`src/rtl/mem_port_arbiter.sv`:
```
// Two-requester (host UART controller / NN engine) arbiter onto a BRAM array and one SPRAM.
// Optional BRAM select range checking is enabled by defining MEM_ARB_RANGE_CHECK_EN.
module mem_port_arbiter #(
  parameter int MEM_SELECT_BITS = 5,
  parameter int NUM_BRAM        = 30
) (
  input  logic                       clk,
  input  logic                       reset,
  input  logic [MEM_SELECT_BITS-1:0] h_select,
  input  logic [7:0]                 h_addr,
  input  logic [13:0]                h_sp_addr,
  input  logic                       h_spram,
  input  logic [15:0]                h_wdata,
  input  logic                       h_rd_en,
  input  logic                       h_wr_en,
  output logic [15:0]                h_rdata,
  output logic                       h_rvalid,
  input  logic                       n_req,
  input  logic                       n_we,
  input  logic [MEM_SELECT_BITS-1:0] n_select,
  input  logic [7:0]                 n_addr,
  input  logic [13:0]                n_sp_addr,
  input  logic                       n_spram,
  input  logic [15:0]                n_wdata,
  output logic                       n_gnt,
  output logic [15:0]                n_rdata,
  output logic                       n_rvalid,
  output logic [MEM_SELECT_BITS-1:0] m_select,
  output logic [7:0]                 m_addr,
  output logic [15:0]                m_wdata,
  output logic                       m_re,
  output logic                       m_we,
  input  logic [15:0]                m_rdata,
  output logic [13:0]                s_addr,
  output logic [15:0]                s_wdata,
  output logic                       s_cs,
  output logic                       s_we,
  input  logic [15:0]                s_rdata,
  output logic                       err
);

`ifdef MEM_ARB_RANGE_CHECK_EN
  localparam bit RangeCheckEn = 1'b1;
`else
  localparam bit RangeCheckEn = 1'b0;
`endif

  typedef enum logic [1:0] {
    IDLE    = 2'd0,
    ISSUE   = 2'd1,
    CAPTURE = 2'd2
  } state_t;

  state_t state_q, state_d;

  logic                       host_act;
  logic                       accept;
  logic                       win_host;
  logic                       win_write;
  logic                       win_spram;
  logic                       win_drop;
  logic [MEM_SELECT_BITS-1:0] win_select;
  logic [7:0]                 win_addr;
  logic [13:0]                win_sp_addr;
  logic [15:0]                win_wdata;

  logic [MEM_SELECT_BITS-1:0] m_select_q, m_select_d;
  logic [7:0]                 m_addr_q, m_addr_d;
  logic [15:0]                m_wdata_q, m_wdata_d;
  logic                       m_re_q, m_re_d;
  logic                       m_we_q, m_we_d;
  logic [13:0]                s_addr_q, s_addr_d;
  logic [15:0]                s_wdata_q, s_wdata_d;
  logic                       s_cs_q, s_cs_d;
  logic                       s_we_q, s_we_d;

  logic iss_rd_q, iss_rd_d;
  logic iss_host_q, iss_host_d;
  logic iss_spram_q, iss_spram_d;
  logic iss_drop_q, iss_drop_d;
  logic cap_valid_q, cap_valid_d;
  logic cap_host_q, cap_host_d;
  logic cap_spram_q, cap_spram_d;
  logic cap_drop_q, cap_drop_d;

  logic [15:0] cap_data;
  logic [15:0] h_rdata_q, h_rdata_d;
  logic [15:0] n_rdata_q, n_rdata_d;
  logic        err_q, err_d;

  // Host always wins; the pipeline takes one access per cycle, so the issue stage is never busy.
  always_comb begin
    host_act    = h_rd_en | h_wr_en;
    n_gnt       = n_req & ~host_act & ~reset;
    accept      = (host_act | n_req) & ~reset;
    win_host    = host_act;
    win_write   = host_act ? h_wr_en : n_we;
    win_spram   = host_act ? h_spram : n_spram;
    win_select  = host_act ? h_select : n_select;
    win_addr    = host_act ? h_addr : n_addr;
    win_sp_addr = host_act ? h_sp_addr : n_sp_addr;
    win_wdata   = host_act ? h_wdata : n_wdata;
    win_drop    = RangeCheckEn && !win_spram && (32'(win_select) >= 32'(NUM_BRAM));
  end

  always_comb begin
    state_d = IDLE;
    if (accept) begin
      state_d = ISSUE;
    end else if (state_q == ISSUE && iss_rd_q) begin
      state_d = CAPTURE;
    end
  end

  always_comb begin
    m_select_d  = m_select_q;
    m_addr_d    = m_addr_q;
    m_wdata_d   = m_wdata_q;
    s_addr_d    = s_addr_q;
    s_wdata_d   = s_wdata_q;
    m_re_d      = 1'b0;
    m_we_d      = 1'b0;
    s_cs_d      = 1'b0;
    s_we_d      = 1'b0;
    iss_rd_d    = 1'b0;
    iss_host_d  = win_host;
    iss_spram_d = win_spram;
    iss_drop_d  = win_drop;
    if (accept) begin
      iss_rd_d = ~win_write;
      if (win_spram) begin
        s_addr_d  = win_sp_addr;
        s_wdata_d = win_wdata;
        s_cs_d    = 1'b1;
        s_we_d    = win_write;
      end else begin
        m_select_d = win_select;
        m_addr_d   = win_addr;
        m_wdata_d  = win_wdata;
        m_re_d     = ~win_write & ~win_drop;
        m_we_d     = win_write & ~win_drop;
      end
    end
    cap_valid_d = iss_rd_q;
    cap_host_d  = iss_host_q;
    cap_spram_d = iss_spram_q;
    cap_drop_d  = iss_drop_q;
    err_d       = err_q | (accept & win_drop);
  end

  // Memory data arrives in the capture cycle; it is forwarded at once and held afterwards.
  always_comb begin
    cap_data  = cap_drop_q ? 16'h0000 : (cap_spram_q ? s_rdata : m_rdata);
    h_rvalid  = cap_valid_q & cap_host_q & ~reset;
    n_rvalid  = cap_valid_q & ~cap_host_q & ~reset;
    h_rdata_d = h_rvalid ? cap_data : h_rdata_q;
    n_rdata_d = n_rvalid ? cap_data : n_rdata_q;
    h_rdata   = reset ? 16'h0000 : h_rdata_d;
    n_rdata   = reset ? 16'h0000 : n_rdata_d;
  end

  always_ff @(posedge clk) begin
    if (reset) begin
      state_q     <= IDLE;
      m_select_q  <= '0;
      m_addr_q    <= '0;
      m_wdata_q   <= '0;
      m_re_q      <= 1'b0;
      m_we_q      <= 1'b0;
      s_addr_q    <= '0;
      s_wdata_q   <= '0;
      s_cs_q      <= 1'b0;
      s_we_q      <= 1'b0;
      iss_rd_q    <= 1'b0;
      iss_host_q  <= 1'b0;
      iss_spram_q <= 1'b0;
      iss_drop_q  <= 1'b0;
      cap_valid_q <= 1'b0;
      cap_host_q  <= 1'b0;
      cap_spram_q <= 1'b0;
      cap_drop_q  <= 1'b0;
      h_rdata_q   <= '0;
      n_rdata_q   <= '0;
      err_q       <= 1'b0;
    end else begin
      state_q     <= state_d;
      m_select_q  <= m_select_d;
      m_addr_q    <= m_addr_d;
      m_wdata_q   <= m_wdata_d;
      m_re_q      <= m_re_d;
      m_we_q      <= m_we_d;
      s_addr_q    <= s_addr_d;
      s_wdata_q   <= s_wdata_d;
      s_cs_q      <= s_cs_d;
      s_we_q      <= s_we_d;
      iss_rd_q    <= iss_rd_d;
      iss_host_q  <= iss_host_d;
      iss_spram_q <= iss_spram_d;
      iss_drop_q  <= iss_drop_d;
      cap_valid_q <= cap_valid_d;
      cap_host_q  <= cap_host_d;
      cap_spram_q <= cap_spram_d;
      cap_drop_q  <= cap_drop_d;
      h_rdata_q   <= h_rdata_d;
      n_rdata_q   <= n_rdata_d;
      err_q       <= err_d;
    end
  end

  assign m_select = m_select_q;
  assign m_addr   = m_addr_q;
  assign m_wdata  = m_wdata_q;
  assign m_re     = m_re_q;
  assign m_we     = m_we_q;
  assign s_addr   = s_addr_q;
  assign s_wdata  = s_wdata_q;
  assign s_cs     = s_cs_q;
  assign s_we     = s_we_q;
  assign err      = err_q;

endmodule

```
`config.mk`:
```
export PLATFORM = sky130hd
export DESIGN_NAME = mem_port_arbiter
export DESIGN_NICKNAME = d
export VERILOG_FILES = /design/src/rtl/mem_port_arbiter.sv
export SDC_FILE = /design/constraint.sdc
export NUM_CORES = 1
export LEC_CHECK = 0
export ABC_AREA = 0
export CORE_MARGIN = 2
export CORE_UTILIZATION = 43
export DETAILED_ROUTE_END_ITERATION = 8
export GPL_TIMING_DRIVEN = 0
export PLACE_DENSITY = 0.87
export SYNTH_ARGS = -nofsm -noshare
export SYNTH_HDL_FRONTEND = slang
export SYNTH_SLANG_ARGS = --single-unit
```
`constraint.sdc`:
```
create_clock -name clk -period 5.8 [get_ports clk]
set_clock_uncertainty 0.05 [all_clocks]
set_input_delay 1.74 -clock clk [delete_from_list [all_inputs] [get_ports clk]]
set_output_delay 1.74 -clock clk [all_outputs]
set_load 0.02 [all_outputs]
```
=== Word-level counts from Yosys, hierarchy flattened ===
Index checks and enable logic that the tools add are counted.

* Flip-flop bits (word level): 101
* Word-level logic and storage cells: 49
* Output and inout port bits: 99

* Bitwise operators: 15
* Reductions and logical operators: 5
* Multiplexer cells: 12

{| class="wikitable"
|+ Operators by type and width
! kind !! count
|-
| $mux W16 || 6
|-
| $mux W14 || 1
|-
| $mux W8 || 1
|-
| $and A1 B1 Y1 || 7
|-
| $not A1 Y1 || 6
|-
| $reduce_or A3 Y1 || 2
|-
| $mux W5 || 1
|-
| $reduce_and A2 Y1 || 2
|-
| $mux W1 || 3
|-
| $or A1 B1 Y1 || 2
|-
| $reduce_or A2 Y1 || 1
|}

=== Longest topological paths before layout ===
* Word-level depth: 5
* Depth in mapped cells: 6
* Gate-level depth less buffers: 3

=== Least setup slack after synthesis ===
OpenSTA, ideal clock, no wires.

* Path type: in2out
* Start point: input h_wr_en
* End point: output n_gnt
* Stages on the path: 5
* Data required time: 4010 ps
* Path slack: 1110 ps
* Data arrival time: 2900 ps
* Cell sequence: buf_2 nor2_1 clkbuf_1 nand2_1 nor2_1

* Word-level cells in the longest chain between the ends: 4

{| class="wikitable"
|+ RTL lines
! what !! RTL line !! RTL
|-
| start: declaration || 15 || <nowiki>input logic h_wr_en,</nowiki>
|-
| $or A1 B1 Y1 || 93 || <nowiki>host_act = h_rd_en | h_wr_en;</nowiki>
|-
| $not A1 Y1 || 94 || <nowiki>n_gnt = n_req & ~host_act & ~reset;</nowiki>
|-
| $and A1 B1 Y1 (2 in series) || 94 ||
|-
| end: declaration || 25 || <nowiki>output logic n_gnt,</nowiki>
|}

Every way passes these cells.

=== Worst setup path in the final report ===
Same ends and word-level chain as after synthesis.

==> impl_metrics.py <==
metrics = {
    "drt": {
        "wl_mm": 15.3,
        "vias": 4690,
        "wl_per_cell_um": 17.9,
        "ant_nets": 0,
        "first_iter_violations": 197,
        "drt_first_pass_iters": 5,
        "drc": 0,
        "viasPerCell": 5.47,
    },
    "flow_run": {
        "cap_violations": 0,
    },
    "setup_path": {
        "cp_cell_sequence": "clkdlybuf4s50_1, buf_2, nor2_4, clkbuf_2, nand2_1, nor2_1, clkdlybuf4s50_1",
        "cp_common_cell": "clkdlybuf4s50_1",
        "crit_arrival_ps": 3760,
        "crit_family": "buffers and inverters",
        "slowest_stage": "clkdlybuf4s50_1",
        "rr_startpoint": "cap_spram_q",
        "ff2ff_setup_slack_ps": 3970,
        "max_stage_delay_ps": 640,
        "crit_buf_inv": 4,
        "reg2reg_to": "h_rdata_q[6]",
        "criticalPathCategory": "in2out",
        "critPathMaxFanout": 10,
        "rr_worst_depth": 4,
        "crit_path_end_kind": "output port",
        "start_kind": "primary input",
        "worstPathRequired_ps": 4010,
    },
    "pwr": {
        "p_seq_share_pct": 46.6,
        "finalPower_mw": 1.64,
        "p_sw_mw": 0.471,
        "intPower_mw": 1.17,
        "leakage_nw": 2.35,
        "worst_ir_drop_vdd_mv": 0.158,
        "p_comb_share_pct": 24.4,
        "swShare_pct": 28.7,
        "pwr-share-clk_pct": 29.0,
        "p_per_area_nw_per_um2": 238,
    },
    "layout": {
        "layout_common_cells": "222 x clkdlybuf4s50_1, 101 x dfxtp_1, 59 x o21ai_0, 44 x nand2_1, 42 x clkbuf_1",
        "multiInputGateArea_um2": 1900,
        "nNetsFinal": 845,
        "fill_cells": 737,
        "drive_above_1_share_pct": 5.52,
        "antenna_cells": 0,
        "finish.utilization_pct": 71.0,
        "ff_latch_area_um2": 2020,
        "syn2layout_area_growth_pct": 61.1,
        "final_common_cell": "clkdlybuf4s50_1",
    },
    "global_routing": {
        "grt_first_pass_wirelength_mm": 24.2,
        "antenna_found_initial": 0,
        "grt_pass1_vias": 4848,
        "grt_use_total_pct": 27.7,
        "grt-ovfl-total": 0,
        "grt_max_degree": 17,
    },
    "min_path": {
        "hold-path-cell-count": 1,
        "hold_path_end": "cap_valid_q",
        "holdCritStartpoint": "cap_valid_d",
        "hold_class": "reg2reg",
    },
    "placement": {
        "post-dp-hpwl_mm": 11.8,
        "place_ws_ps": -305,
        "port_buffers": 222,
        "gp_congestion": 0.895,
    },
    "clock_tree": {
        "htree_levels": 3,
        "tritoncts.num_buffers": 9,
        "clockBufferDepth": 2,
        "worstSkewPairLatency_ps": 360,
        "post_cts_buffers": 0,
        "cts_root_buf": "clkbuf_8",
        "holdBufCountCts": 0,
        "clkTransAtPathRegs_ps": 90,
        "cts.sinks": 101,
        "cts_tree": "done",
    },
    "synthesis": {
        "synth_area_leaders": "dfxtp_1 47%, o21ai_0 6.9%, a311oi_1 6.2%",
        "ys_dominant_reg_cell": "dfxtp_1",
        "synth_top_cell_by_area": "dfxtp_1",
        "synthesis.area_um2": 4270,
        "async_reset_ff_share_pct": 0,
        "yosysSeqAreaShare_pct": 47.4,
        "post_synth.cell_area_avg_um2": 8.78,
        "syn_nets": 612,
        "synth_edf_count": 0,
        "syn_inst": 486,
        "yosysTopAreaCellShare_pct": 47.4,
        "yosysUniqueCellTypes": 30,
        "ys_seq_elements": 101,
        "yosys_warnings": 0,
    },
    "floorplan": {
        "core_um2": 9680,
        "rows": 36,
        "ios": 225,
        "die_w_um": 104,
        "initial_core_util_pct": 44.1,
        "die_h_um": 104,
        "die_area_um2": 10700,
    },
    "timing": {
        "fmax_mhz": 180,
        "min_period_ps": 5550,
        "hold_violations": 0,
        "rsz0062_at_grt": "false",
        "slew_headroom_pct": 50.3,
        "period_share_pct": 95.7,
        "worst_slack_ps": 252,
        "drv_slew": 0,
        "tightest_slew_ps": 745,
        "hold_slack_ps": 391,
        "finalSetupViolCount": 0,
    },
    "run_status": {
        "status": "finished clean",
    },
}
-- layer usage --
metal  routed length (um)  up-vias  global-route usage (%)
met1                 5990     2175                    31.3
li1                     -     2217                       -
met4                  438        0                    14.0
met2                 7370      262                    47.1
met3                 1500       36                    8.81
met5                    0        -                       0
-- cell families after synthesis --
logic type,share of synthesized area [%]
AO/OA/AOI/OAI,26.8
AND/OR/NAND/NOR,13.5
flip-flops,47.4
buffers and inverters,8.18
multiplexers,4.02
other,0.0879
-- state kept, by name, summed over array words and instances (netlist names) --
name	flops
cap_host_d	1
cap_host_q	1
cap_spram_d	1
cap_spram_q	1
cap_valid_d	1
cap_valid_q	1
h_rdata_q	16
m_addr	8
m_re	1
m_select	5
m_wdata	16
m_we	1
n_rdata_q	16
s_addr	14
s_cs	1
s_wdata	16
s_we	1
-- stage by stage --
stage | TNS, ps | cells | cell area [um2]
finish | 0 | 857 | 6880
global route | 0 | 857 | 6880
CTS | 0 | 857 | 6870
detailed placement | -305 | 841 | 6660
global placement | -253 | 841 | 6660
floorplan | 0 | 486 | 4270
-- synthesized netlist by cell type, drive strengths merged, types with 2 or more instances --
cell type    n
dfxtp      101
o21ai       59
nand2       44
clkbuf      43
nor2        39
a211oi      32
nor3        32
inv         31
a311oi      30
a221oi      29
mux2i       16
buf         10
nor2b        6
a21oi        3
and2         2
-- timing repair --
action	4_1_cts	5_1_grt
setup endpoints to repair	1	1
cloned	0	0
gates resized for setup	2	1
-- power by group through the flow --
stage	clock, mW	sequential (mW)	combinational (mW)
4_1_cts	0.477	0.762	0.399
3_3_place_gp	0	0.776	0.389
2_1_floorplan	0	0.820	0.138
3_5_place_dp	0	0.778	0.396
5_1_grt	0.505	0.767	0.426
6_report	0.475	0.762	0.400
-- worst max-delay path by stage --
stage          startpoint    end  slack [ps]  depth (start not counted)
6_report          h_wr_en  n_gnt         250                          7
5_1_grt           h_wr_en  n_gnt         120                          7
2_1_floorplan     h_wr_en  n_gnt        1110                          5
4_1_cts           h_wr_en  n_gnt          80                          7
3_3_place_gp      h_wr_en  n_gnt        -250                          7
3_5_place_dp      h_wr_en  n_gnt        -310                          7
-- area by class of cell --
cell class | count | area share [%]
tap | 133 | 2.42
multi-input combinational | 301 | 27.7
buffer | 53 | 3.40
clock inverter | 5 | 0.855
inverter | 31 | 1.69
timing repair buffer | 222 | 32.3
clock buffer | 11 | 2.20
sequential | 101 | 29.4
Note: power is estimated with default switching activity, not from simulation.
